===== src/rtl/bp_update_scheduler.sv =====
`default_nettype none
// +----------------------------------------------------------------------------+
// | bp_update_scheduler                                                        |
// | Branch predictor table write-port owner: redirect, update FIFO, clear sweep|
// | Revision: 1.0                                                              |
// +----------------------------------------------------------------------------+
module bp_update_scheduler #(
  parameter int INDEX_BITS = 5,
  parameter int HIST_BITS  = 5,
  parameter int DEPTH      = 4
) (
  input  logic                  clk,
  input  logic                  reset,
  input  logic                  res_valid,
  input  logic [31:0]           res_pc,
  input  logic [31:0]           res_actual_pc,
  input  logic [31:0]           res_predicted_pc,
  input  logic                  res_taken,
  output logic                  res_ready,
  output logic                  redirect_valid,
  output logic [31:0]           redirect_pc,
  input  logic                  clear_req,
  input  logic                  tbl_ready,
  output logic                  tbl_we,
  output logic                  tbl_clear,
  output logic [INDEX_BITS-1:0] tbl_index,
  output logic [24:0]           tbl_tag,
  output logic [31:0]           tbl_target,
  output logic                  tbl_taken,
  output logic [HIST_BITS-1:0]  ghr,
  output logic                  init_done,
  output logic [7:0]            drop_count
);

  localparam int ADDR_BITS = $clog2(DEPTH);
  localparam int PTR_BITS  = ADDR_BITS + 1;

  typedef enum logic [1:0] {
    ST_INIT  = 2'd0,
    ST_RUN   = 2'd1,
    ST_DRAIN = 2'd2
  } state_t;

  state_t                r_state;
  state_t                w_state_nxt;
  logic [INDEX_BITS-1:0] r_sweep;
  logic [HIST_BITS-1:0]  r_ghr;
  logic [7:0]            r_drop_count;
  logic [PTR_BITS-1:0]   r_wr_ptr;
  logic [PTR_BITS-1:0]   r_rd_ptr;

  logic [INDEX_BITS-1:0] r_mem_index  [DEPTH];
  logic [24:0]           r_mem_tag    [DEPTH];
  logic [31:0]           r_mem_target [DEPTH];
  logic                  r_mem_taken  [DEPTH];

  logic w_full;
  logic w_empty;
  logic w_push;
  logic w_pop;
  logic w_enter_init;
  logic w_unused;

  assign w_unused = &{1'b0, res_pc[1:0]};

  assign w_empty = (r_wr_ptr == r_rd_ptr);
  assign w_full  = (r_wr_ptr[PTR_BITS-1] != r_rd_ptr[PTR_BITS-1]) &&
                   (r_wr_ptr[ADDR_BITS-1:0] == r_rd_ptr[ADDR_BITS-1:0]);

  // Full is judged on registered pointers, so a same-cycle pop never frees a slot for a push.
  assign w_push       = res_valid && !w_full && (r_state != ST_DRAIN);
  assign w_pop        = (r_state != ST_INIT) && !w_empty && tbl_ready;
  assign w_enter_init = (r_state == ST_DRAIN) && w_empty;

  always_comb begin
    w_state_nxt = r_state;
    case (r_state)
      ST_INIT:  if (tbl_ready && (r_sweep == '1)) w_state_nxt = ST_RUN;
      ST_RUN:   if (clear_req) w_state_nxt = ST_DRAIN;
      ST_DRAIN: if (w_empty) w_state_nxt = ST_INIT;
      default:  w_state_nxt = ST_INIT;
    endcase
  end

  always_comb begin
    tbl_we     = 1'b0;
    tbl_clear  = 1'b0;
    tbl_index  = r_mem_index[r_rd_ptr[ADDR_BITS-1:0]];
    tbl_tag    = r_mem_tag[r_rd_ptr[ADDR_BITS-1:0]];
    tbl_target = r_mem_target[r_rd_ptr[ADDR_BITS-1:0]];
    tbl_taken  = r_mem_taken[r_rd_ptr[ADDR_BITS-1:0]];
    if (r_state == ST_INIT) begin
      tbl_we     = reset;
      tbl_clear  = 1'b1;
      tbl_index  = r_sweep;
      tbl_tag    = '0;
      tbl_target = '0;
      tbl_taken  = 1'b0;
    end else begin
      tbl_we = reset && !w_empty;
    end
  end

  assign res_ready      = !w_full;
  assign redirect_valid = res_valid && (res_actual_pc != res_predicted_pc);
  assign redirect_pc    = res_actual_pc;
  assign ghr            = r_ghr;
  assign init_done      = (r_state == ST_RUN);
  assign drop_count     = r_drop_count;

  always_ff @(posedge clk or negedge reset) begin
    if (!reset) begin
      r_state      <= ST_INIT;
      r_sweep      <= '0;
      r_ghr        <= '0;
      r_drop_count <= '0;
      r_wr_ptr     <= '0;
      r_rd_ptr     <= '0;
    end else begin
      r_state <= w_state_nxt;
      if (w_enter_init) r_sweep <= '0;
      else if ((r_state == ST_INIT) && tbl_ready) r_sweep <= r_sweep + INDEX_BITS'(1);
      if (w_enter_init) r_ghr <= '0;
      else if (res_valid) r_ghr <= {r_ghr[HIST_BITS-2:0], res_taken};
      if (res_valid && w_full && (r_drop_count != 8'hFF)) r_drop_count <= r_drop_count + 8'd1;
      if (w_push) r_wr_ptr <= r_wr_ptr + PTR_BITS'(1);
      if (w_pop)  r_rd_ptr <= r_rd_ptr + PTR_BITS'(1);
    end
  end

  // Index is hashed with the history value before this branch shifts in.
  always_ff @(posedge clk) begin
    if (w_push) begin
      r_mem_index[r_wr_ptr[ADDR_BITS-1:0]]  <= res_pc[INDEX_BITS+1:2] ^ r_ghr;
      r_mem_tag[r_wr_ptr[ADDR_BITS-1:0]]    <= res_pc[31:7];
      r_mem_target[r_wr_ptr[ADDR_BITS-1:0]] <= res_actual_pc;
      r_mem_taken[r_wr_ptr[ADDR_BITS-1:0]]  <= res_taken;
    end
  end

endmodule
`default_nettype wire


===== config.mk =====
export PLATFORM = sky130hd
export DESIGN_NAME = bp_update_scheduler
export DESIGN_NICKNAME = d
export VERILOG_FILES = /design/src/rtl/bp_update_scheduler.sv
export SDC_FILE = /design/constraint.sdc
export NUM_CORES = 1
export LEC_CHECK = 0
export ABC_AREA = 1
export ABC_CLOCK_PERIOD_IN_PS = 5200
export CAP_MARGIN = 30
export CORE_ASPECT_RATIO = 1.25
export CORE_UTILIZATION = 52
export DETAILED_ROUTE_END_ITERATION = 7
export GPL_ROUTABILITY_DRIVEN = 1
export PLACE_DENSITY = 0.88
export RECOVER_POWER = 25
export SKIP_CTS_REPAIR_TIMING = 1
export SLEW_MARGIN = 30
export SYNTH_ARGS = -nofsm -noshare
export SYNTH_HDL_FRONTEND = slang
export SYNTH_SLANG_ARGS = --single-unit

===== constraint.sdc =====
create_clock -name clk -period 5.2 [get_ports clk]
set_input_delay 0.52 -clock clk [delete_from_list [all_inputs] [get_ports clk]]
set_output_delay 0.52 -clock clk [all_outputs]
set_load 0.05 [all_outputs]

==> results of run 1 <==
-- critical path: cells and delay by family (launching register included) --
| kind | cells | cell delay (ns) |
|---|---|---|
| buffers and inverters | 2 | 1.44 |
| and+or+nand+nor | 1 | 0.08 |
| AOI/OAI and AO/OA | 3 | 0.56 |
| DFF | 1 | 0.97 |
-- kinds of logic after synthesis --
group	after synthesis	synth area share, %
xor gates and xnor gates	20	1.46
and+or+nand+nor	439	14.1
DFF	278	68.5
AOI/OAI and AO/OA	213	9.08
buffers and inverters	148	5.98
adders and majority gates	8	0.835
-- per-layer routing --
layer	vias up	GRT usage, %	wire (um)
li1	4051	-	-
met1	4002	24.6	9850
met2	327	41.7	14400
met3	55	3.27	1560
met4	0	8.79	725
met5	-	0	0
-- placed cells by master, fill, tap and decap left out, drive strengths merged --
| cell type | count |
|---|---|
| dlygate4sd3 | 37 |
| xor2 | 11 |
| clkdlybuf4s50 | 175 |
| inv | 67 |
| o22ai | 5 |
| bufinv | 1 |
| clkinvlp | 1 |
| ha | 8 |
| clkinv | 16 |
| buf | 11 |
| edfxtp | 252 |
| nor2 | 309 |
| clkbuf | 32 |
| diode | 2 |
| xnor2 | 9 |
| dfrtp | 26 |
| a21boi | 1 |
| nand2 | 115 |
| a21oi | 64 |
| nand3 | 13 |
| o21ai | 142 |
| o31ai | 1 |
| nand4 | 2 |
-- metrics by stage --
step                worst slack, ns  util, %  total power [uW]  instance area (um2)  hold WS [ns]
floorplan                     0.891        -              5140                12000         0.224
global placement               1.67     63.2              5900                14200         0.475
detailed placement             1.59     63.2              6010                14200         0.506
CTS                            1.03     66.8              7780                15000         0.376
global route                  0.875     66.9              8120                15000         0.526
finish                         1.08     66.9              7740                15000         0.528
-- synth_stat cells --
master / n
a21oi_1: 64
nor2_2: 1
o22ai_1: 5
ha_1: 8
inv_2: 3
buf_2: 15
nand3_1: 12
nand2_1: 111
buf_4: 36
o21ai_2: 3
nand2_2: 4
edfxtp_1: 252
clkbuf_1: 20
nor2_1: 307
buf_6: 1
a21boi_0: 1
inv_1: 65
nor2_4: 1
nand4_1: 2
dfrtp_1: 26
buf_1: 8
o31ai_1: 1
xor2_1: 11
xnor2_1: 9
o21ai_0: 139
nand3_2: 1
-- layout make-up --
cell class              instances  area (um2)
flip-flops and latches        278        8220
clock buffers                  31         691
well taps                     283         354
diodes                          2        5.00
clock inverters                17         113
inverters                      68         259
fillers                      1588        7430
multi-input cells             680        3090
repair buffers                224        2280
-- where the power goes --
part / switching, uW / internal [uW] / total (uW)
clock: 767 / 999 / 1770
combinational: 1900 / 812 / 2720
sequential: 240 / 3020 / 3260
total: 2910 / 4830 / 7740
-- registers in the layout, summed over array words and instances (netlist names) --
| name | cells |
|---|---|
| r_mem_target | 128 |
| r_mem_tag | 100 |
| r_mem_index | 20 |
| drop_count | 8 |
| ghr | 5 |
| r_sweep | 5 |
| r_mem_taken | 4 |
| r_rd_ptr | 3 |
| r_wr_ptr | 3 |
| r_state | 2 |
-- worst max-delay path by stage --
stage,startpoint,depth (start not counted),slack (ns),end
detailed placement,r_rd_ptr[0]$_DFFE_PN0P_,6,1.59,tbl_index[1]
CTS,r_rd_ptr[0]$_DFFE_PN0P_,6,1.03,tbl_index[1]
global route,r_rd_ptr[0]$_DFFE_PN0P_,6,0.87,tbl_index[1]
global placement,r_rd_ptr[0]$_DFFE_PN0P_,6,1.67,tbl_index[2]
finish,r_rd_ptr[0]$_DFFE_PN0P_,6,1.08,tbl_index[1]
floorplan,r_rd_ptr[1]$_DFFE_PN0P_,4,0.89,r_mem_index[3][0]$_DFFE_PP_
==> flow_summary.ini, run 1 <==
[floorplan]
coreArea_um2 = 22400
start_util_pct = 53.4
rows = 61
die_w_um = 138
io-pin-count = 215
design.die.area_um2 = 23700
die_h_um = 172

[critical_path]
reg2reg_setup_slack_ns = 1.91
worst-setup-path-type = flop to primary output
arrival_ns = 3.60
r2r-end = r_mem_target[0][31]$_DFFE_PP_
worstPathRequired_ns = 4.68
cp-end-kind = primary output
cpMaxStageDelayCell = dfrtp_4
start_kind = flop
cp_common_cell = o21ai_0
r2r-start = r_rd_ptr[1]$_DFFE_PN0P_
worstPathMaxFanout = 79
reg2regPathDepth = 6
slowest_delay_ns = 0.97
crit_chain = buf_4 -> o21ai_0 -> o22ai_1 -> nand2_1 -> o21ai_0 -> clkdlybuf4s50_1

[timing]
relSlewSlack_pct = 6.20
skew_ns = 0.00688
tns_ns = 0
finalHoldViolCount = 0
fmax_mhz = 243
rsz0062_at_grt = no
finalMaxSlewViolations = 0
min_period_over_period_pct = 79.3
min_period_ns = 4.12
tightestPinTransition_ns = 1.41
finalSetupViolations = 0

[grt]
grt_pass1_vias = 8167
grt-ovfl-total = 0
antenna_found_initial = 2
grt_max_degree = 80
grt_pass1_wl_um = 39900
track_usage_pct = 22.1

[logic_synthesis]
ys_seq_elements = 278
yosys.cell_types.count = 26
synth_top_area_share_pct = 63.1
synthCells = 1106
synth.avg_cell_area_um2 = 10.8
synth.largest_area_cell = edfxtp_1
synthesis.nets = 1216
syn-cell-area_um2 = 12000
synth-warning-count = 0
synth_area_leaders = edfxtp_1 63%, nor2_1 9.6%, o21ai_0 5.8%, dfrtp_1 5.4%, nand2_1 3.5%
yosysSeqAreaShare_pct = 68.5

[routing]
ant_nets = 0
drt_iter0_drc = 522
vias = 8435
viasPerCell = 5.33
drc = 0
wl_per_cell_um = 16.8
first_pass_iters = 5
routed_wirelength_um = 26600

[power_and_ir_drop]
power.density_nw_per_um2 = 516
ir_drop_mv = 0.332
p_leak_uw = 0.00554

[clock_tree]
numCtsBuffers = 27
clock_path_buffers = 3
cts_tree = done
cts_root_buf = clkbuf_16
clkTransAtPathRegs_ns = 0.06
cts.sinks = 278
clk_latency_ns = 0.51
cts_max_level = 1

[flow_run]
drv_cap = 0

[status]
outcome = complete, no violations

[finish]
fin_nets = 1389
syn2layout_area_growth_pct = 25.2
drive_above_1_share_pct = 5.47
finalNonFillerCells = 1583

[worst_hold_path]
hp-class = flop to flop
hold_depth = 1
holdPathEnd = r_state[0]$_DFFE_PN0P_
min-delay-start = r_state[1]$_DFFE_PN0P_

[placed_design]
dp.cells = 1532
port_buffers = 212
dpl.hpwl_um = 16100
gp_congestion = 0.775
Power figures use the tool's default switching activity.
==> run 2: changes to the inputs <==
- ABC_CLOCK_PERIOD_IN_PS: 5200 -> 4000
- clock period: 5.2 -> 4 ns (I/O delays scaled with it)
==> run 2 against run 1 <==
Clock power rose by 38%. Clock-buffer cell count grew 1. Final area rose by 0.38%. First-iteration DRC count up 2.9%. Register-to-register slack got worse by 0.63 ns. Die area is the same. Via count increased by 0.53%. Worst setup slack lost 0.75 ns. Routed wire length is 3.2% higher.
==> flow_summary.ini, run 2 (synthesized netlist as in run 1, its figures left out) <==
[routing]
wl_met3_um = 1560
dr_wl_met2_um = 15000
routed_wirelength_um = 27400
wl_per_cell_um = 17.3
viasPerCell = 5.34
ant_nets = 0
drt_iter0_drc = 537
vias = 8480
drc = 0
route.layer.met1.wl_um = 10200
top_layer_used = met4
first_pass_iters = 5

[power_and_ir_drop]
p_leak_uw = 0.00558
pwr-share-seq_pct = 41.1
ir_drop_mv = 0.390
p_sw_uw = 3850
swShare_pct = 37.6
internal_power_uw = 6390
power_frac_comb_pct = 35.1
clockPowerShare_pct = 23.8
power.density_nw_per_um2 = 680

[grt]
grt_pass1_wl_um = 41700
grt-ovfl-total = 0
track_usage_pct = 23.1
antenna_found_initial = 2
grt_max_degree = 99
grt_pass1_vias = 8366

[timing]
min_period_ns = 3.67
tightestPinTransition_ns = 1.49
finalHoldViolCount = 0
skew_ns = 0.0155
min_period_over_period_pct = 91.8
finalMaxSlewViolations = 0
tns_ns = 0
rsz0062_at_grt = no
fmax_mhz = 272
relSlewSlack_pct = 0.467
finalSetupViolations = 0

[clock_tree]
numCtsBuffers = 26
cts_max_level = 1
clkTransAtPathRegs_ns = 0.07
cts_tree = done
cts.sinks = 278
clk_latency_ns = 0.53
cts_root_buf = clkbuf_16
clock_path_buffers = 3

[floorplan]
io-pin-count = 215
die_h_um = 172
die_w_um = 138
design.die.area_um2 = 23700
start_util_pct = 53.4
coreArea_um2 = 22400
rows = 61

[finish]
final_common_cell = nor2_1
fin_util_pct = 67.1
largest_reg_flops = 128
syn2layout_area_growth_pct = 25.6
fin_nets = 1393
drive_above_1_share_pct = 5.99
final_cell_mix = 303 x nor2_1, 252 x edfxtp_1, 175 x clkdlybuf4s50_1

[worst_hold_path]
hold_depth = 2
holdPathEnd = r_state[0]$_DFFE_PN0P_
min-delay-start = clear_req
hp-class = input port to flop

[critical_path]
reg2reg_setup_slack_ns = 1.28
worst-setup-path-type = flop to primary output
r2r-end = r_mem_target[3][24]$_DFFE_PP_
r2r-start = r_rd_ptr[1]$_DFFE_PN0P_
cpMaxStageDelayCell = clkdlybuf4s50_1
reg2regPathDepth = 5
worstPathMaxFanout = 28
slowest_delay_ns = 0.82
crit_chain = inv_2 -> buf_4 -> nor2_1 -> o21ai_0 -> a21oi_1 -> clkdlybuf4s50_1
worstPathRequired_ns = 3.60
arrival_ns = 3.27
start_kind = flop
cp-end-kind = primary output

[status]
outcome = complete, no violations

[placed_design]
port_buffers = 212
dpl.hpwl_um = 16700
gp_congestion = 0.772

[flow_run]
drv_cap = 0
[run 2: cell type report]
cell class	instances	area, um2
sequential	278	8220
clock buffer	32	714
multi-input combinational	680	3090
antenna	3	7.51
clock inverter	16	140
fill	1610	7370
tap	283	354
timing repair buffer	229	2280
inverter	68	256
[run 2: how the worst max path moves through the flow]
stage | cells past startpoint | slack, ns | to | startpoint
2_1_floorplan | 4 | -0.30 | r_mem_index[0][0]$_DFFE_PP_ | r_rd_ptr[1]$_DFFE_PN0P_
3_3_place_gp | 11 | 0.77 | redirect_valid | res_actual_pc[31]
3_5_place_dp | 11 | 0.74 | redirect_valid | res_actual_pc[31]
4_1_cts | 6 | 0.27 | tbl_target[21] | r_rd_ptr[1]$_DFFE_PN0P_
5_1_grt | 6 | 0.18 | tbl_target[21] | r_rd_ptr[1]$_DFFE_PN0P_
6_report | 6 | 0.33 | tbl_target[21] | r_rd_ptr[1]$_DFFE_PN0P_
[run 2: worst max-delay path: cells and delay by family (launching register included)]
family,cells,cell delay (ns)
buffers and inverters,3,1.57
DFF,1,0.71
AOI/OAI and AO/OA,2,0.29
and+or+nand+nor,1,0.16
[run 2: power by group through the flow]
| stage | clock [uW] | combinational, uW | sequential [uW] |
|---|---|---|---|
| 6_report | 2440 | 3590 | 4210 |
| 5_1_grt | 2570 | 3920 | 4270 |
| 4_1_cts | 2470 | 3620 | 4210 |
| 3_5_place_dp | 0 | 3590 | 4270 |
| 3_3_place_gp | 0 | 3480 | 4230 |
| 2_1_floorplan | 0 | 2410 | 4260 |
[run 2: layer usage]
layer  vias up  global-route usage, %
met1      4085                   26.2
li1       4054                      -
met5         -                      0
met4         0                   8.03
met2       293                   43.3
met3        48                   3.51
[run 2: through the flow]
step / hold WS (ns) / instance area, um2 / setup WS [ns] / std cells / total power [uW]
final: 0.481 / 15100 / 0.327 / 1589 / 10200
after CTS: 0.244 / 15100 / 0.268 / 1586 / 10300
after detailed placement: 0.476 / 14200 / 0.744 / 1538 / 7860
after global placement: 0.459 / 14200 / 0.766 / 1538 / 7710
after floorplan: 0.104 / 12000 / -0.301 / 1106 / 6680
after global routing: 0.472 / 15100 / 0.175 / 1587 / 10800
==> run 3: changes to the inputs <==
- ABC_CLOCK_PERIOD_IN_PS: 4000 -> 4250
- DONT_BUFFER_PORTS: not set -> 1
- PLACE_DENSITY: 0.88 -> not set
- PLACE_DENSITY_LB_ADDON: not set -> 0.08
- clock period: 4 -> 4.25 ns (I/O delays scaled with it)
==> run 3 against run 2 <==
Register-to-register slack better by 0.28 ns. Sequential share of layout area up 4.3 points. Final area down 7.2%. Global-route usage down 1.6 points. Routed wire length down 5.9%. Worst hold slack worse by 0.45 ns. Final cell count down 5.8%. Critical path type unchanged. Largest power group unchanged.
==> flow_summary.ini, run 3 (synthesized netlist as in run 1, its figures left out) <==
[status]
outcome = complete, no violations

[power_and_ir_drop]
power_frac_comb_pct = 33.2
clockPowerShare_pct = 24.3
power.density_nw_per_um2 = 666
internal_power_uw = 5840
ir_drop_mv = 0.374
pwr-share-seq_pct = 42.5
p_leak_uw = 0.00533
swShare_pct = 37.2
p_sw_uw = 3460
p_total_uw = 9300

[critical_path]
worst-setup-path-type = flop to primary output
startpoint = r_rd_ptr[0]$_DFFE_PN0P_
cp-end-kind = primary output
start_kind = flop
slowest_delay_ns = 0.69
r2r-start = r_rd_ptr[0]$_DFFE_PN0P_
cpMaxStageDelayCell = buf_4
worstPathMaxFanout = 78
arrival_ns = 2.77
path_buf_inv = 1
crit_chain = buf_4 -> o21ai_0 -> o22ai_1 -> nand2_1 -> o21ai_1
cp_top_family = compound AO/OA/AOI/OAI gates
worstPathRequired_ns = 3.83

[timing]
relSlewSlack_pct = 4.19
finalHoldViolCount = 0
min_period_over_period_pct = 75.2
skew_ns = 0.0122
holdWs_ns = 0.0360
finalMaxSlewViolations = 0
tightestPinTransition_ns = 1.44
rsz0062_at_grt = no
finalSetupViolations = 0
min_period_ns = 3.20
fmax_mhz = 313

[clock_tree]
cts_tree = done
clkTransAtPathRegs_ns = 0.06
cts_root_buf = clkbuf_16
cts.sinks = 278
numCtsBuffers = 27
clock_path_buffers = 3
clk_latency_ns = 0.53
cts_max_level = 1

[finish]
fin_nets = 1304
fin_area_um2 = 14000
syn2layout_area_growth_pct = 16.5
drive_above_1_share_pct = 10.6
largest_reg_flops = 128
finalNonFillerCells = 1497
n_fill_cell = 1811
final_cell_mix = 303 x nor2_1, 252 x edfxtp_1, 134 x o21ai_0
final_common_cell = nor2_1
diodes = 0

[routing]
drc = 0
routed_wirelength_um = 25800
drt_iter0_drc = 395
route.layer.met1.wl_um = 10500
top_layer_used = met5
ant_nets = 0
first_pass_iters = 4
wl_met3_um = 1260
wl_per_cell_um = 17.2
vias = 7876
dr_wl_met2_um = 13700
viasPerCell = 5.26

[grt]
track_usage_pct = 21.5
antenna_found_initial = 1
grt_max_degree = 79
grt_pass1_vias = 7270
grt-ovfl-total = 0
grt_pass1_wl_um = 38400

[floorplan]
die_w_um = 138
coreArea_um2 = 22400
die_h_um = 172
rows = 61
start_util_pct = 53.4
io-pin-count = 215
design.die.area_um2 = 23700

[worst_hold_path]
hp-class = input port to flop
min-delay-start = res_taken

[placed_design]
place_area_um2 = 12500
port_buffers = 0
dpl.hpwl_um = 14700
dp.cells = 1386
gp_congestion = 0.757

[flow_run]
drv_cap = 0
## run 3: final cells by class
cell class | instances | area (um2) | share of cell area, %
well taps | 283 | 354 | 2.53
inverters | 68 | 256 | 1.84
clock inverters | 8 | 83.8 | 0.600
multi-input cells | 680 | 3090 | 22.1
repair buffers | 139 | 1220 | 8.75
clock buffers | 41 | 748 | 5.35
flip-flops and latches | 278 | 8220 | 58.8
## run 3: metal layers
layer / GRT usage (%) / up-vias
li1: - / 3883
met3: 4.60 / 35
met1: 25.5 / 3780
met5: 0 / -
met4: 4.73 / 2
met2: 39.4 / 176
## run 3: worst paths after layout
path,slack [ns],cells past startpoint,to
setup / recovery,1.05,5,tbl_index[2]
hold / removal,0.04,2,ghr[0]$_DFFE_PN0P_
setup reg to reg,1.56,5,r_mem_tag[3][20]$_DFFE_PP_
hold reg to reg,0.49,1,r_state[0]$_DFFE_PN0P_
max in group asynchronous,2.45,2,r_rd_ptr[0]$_DFFE_PN0P_
min in group asynchronous,0.77,2,ghr[4]$_DFFE_PN0P_
## run 3: power groups by stage
stage	Clock [uW]	Sequential, uW	Combinational, uW
after floorplan	0	4010	2270
after global placement	0	3990	2990
after detailed placement	0	4010	3030
after CTS	2310	3960	3040
after global routing	2410	4010	3450
final	2260	3960	3090
## run 3: per-stage QoR
stage	worst slack, ns	util [%]	setup TNS (ns)
after floorplan	-0.0509	-	-9.62
after global placement	1.54	55.8	0
after detailed placement	1.52	55.8	0
after CTS	0.965	59.5	0
after global routing	0.879	62.3	0
final	1.05	62.3	0
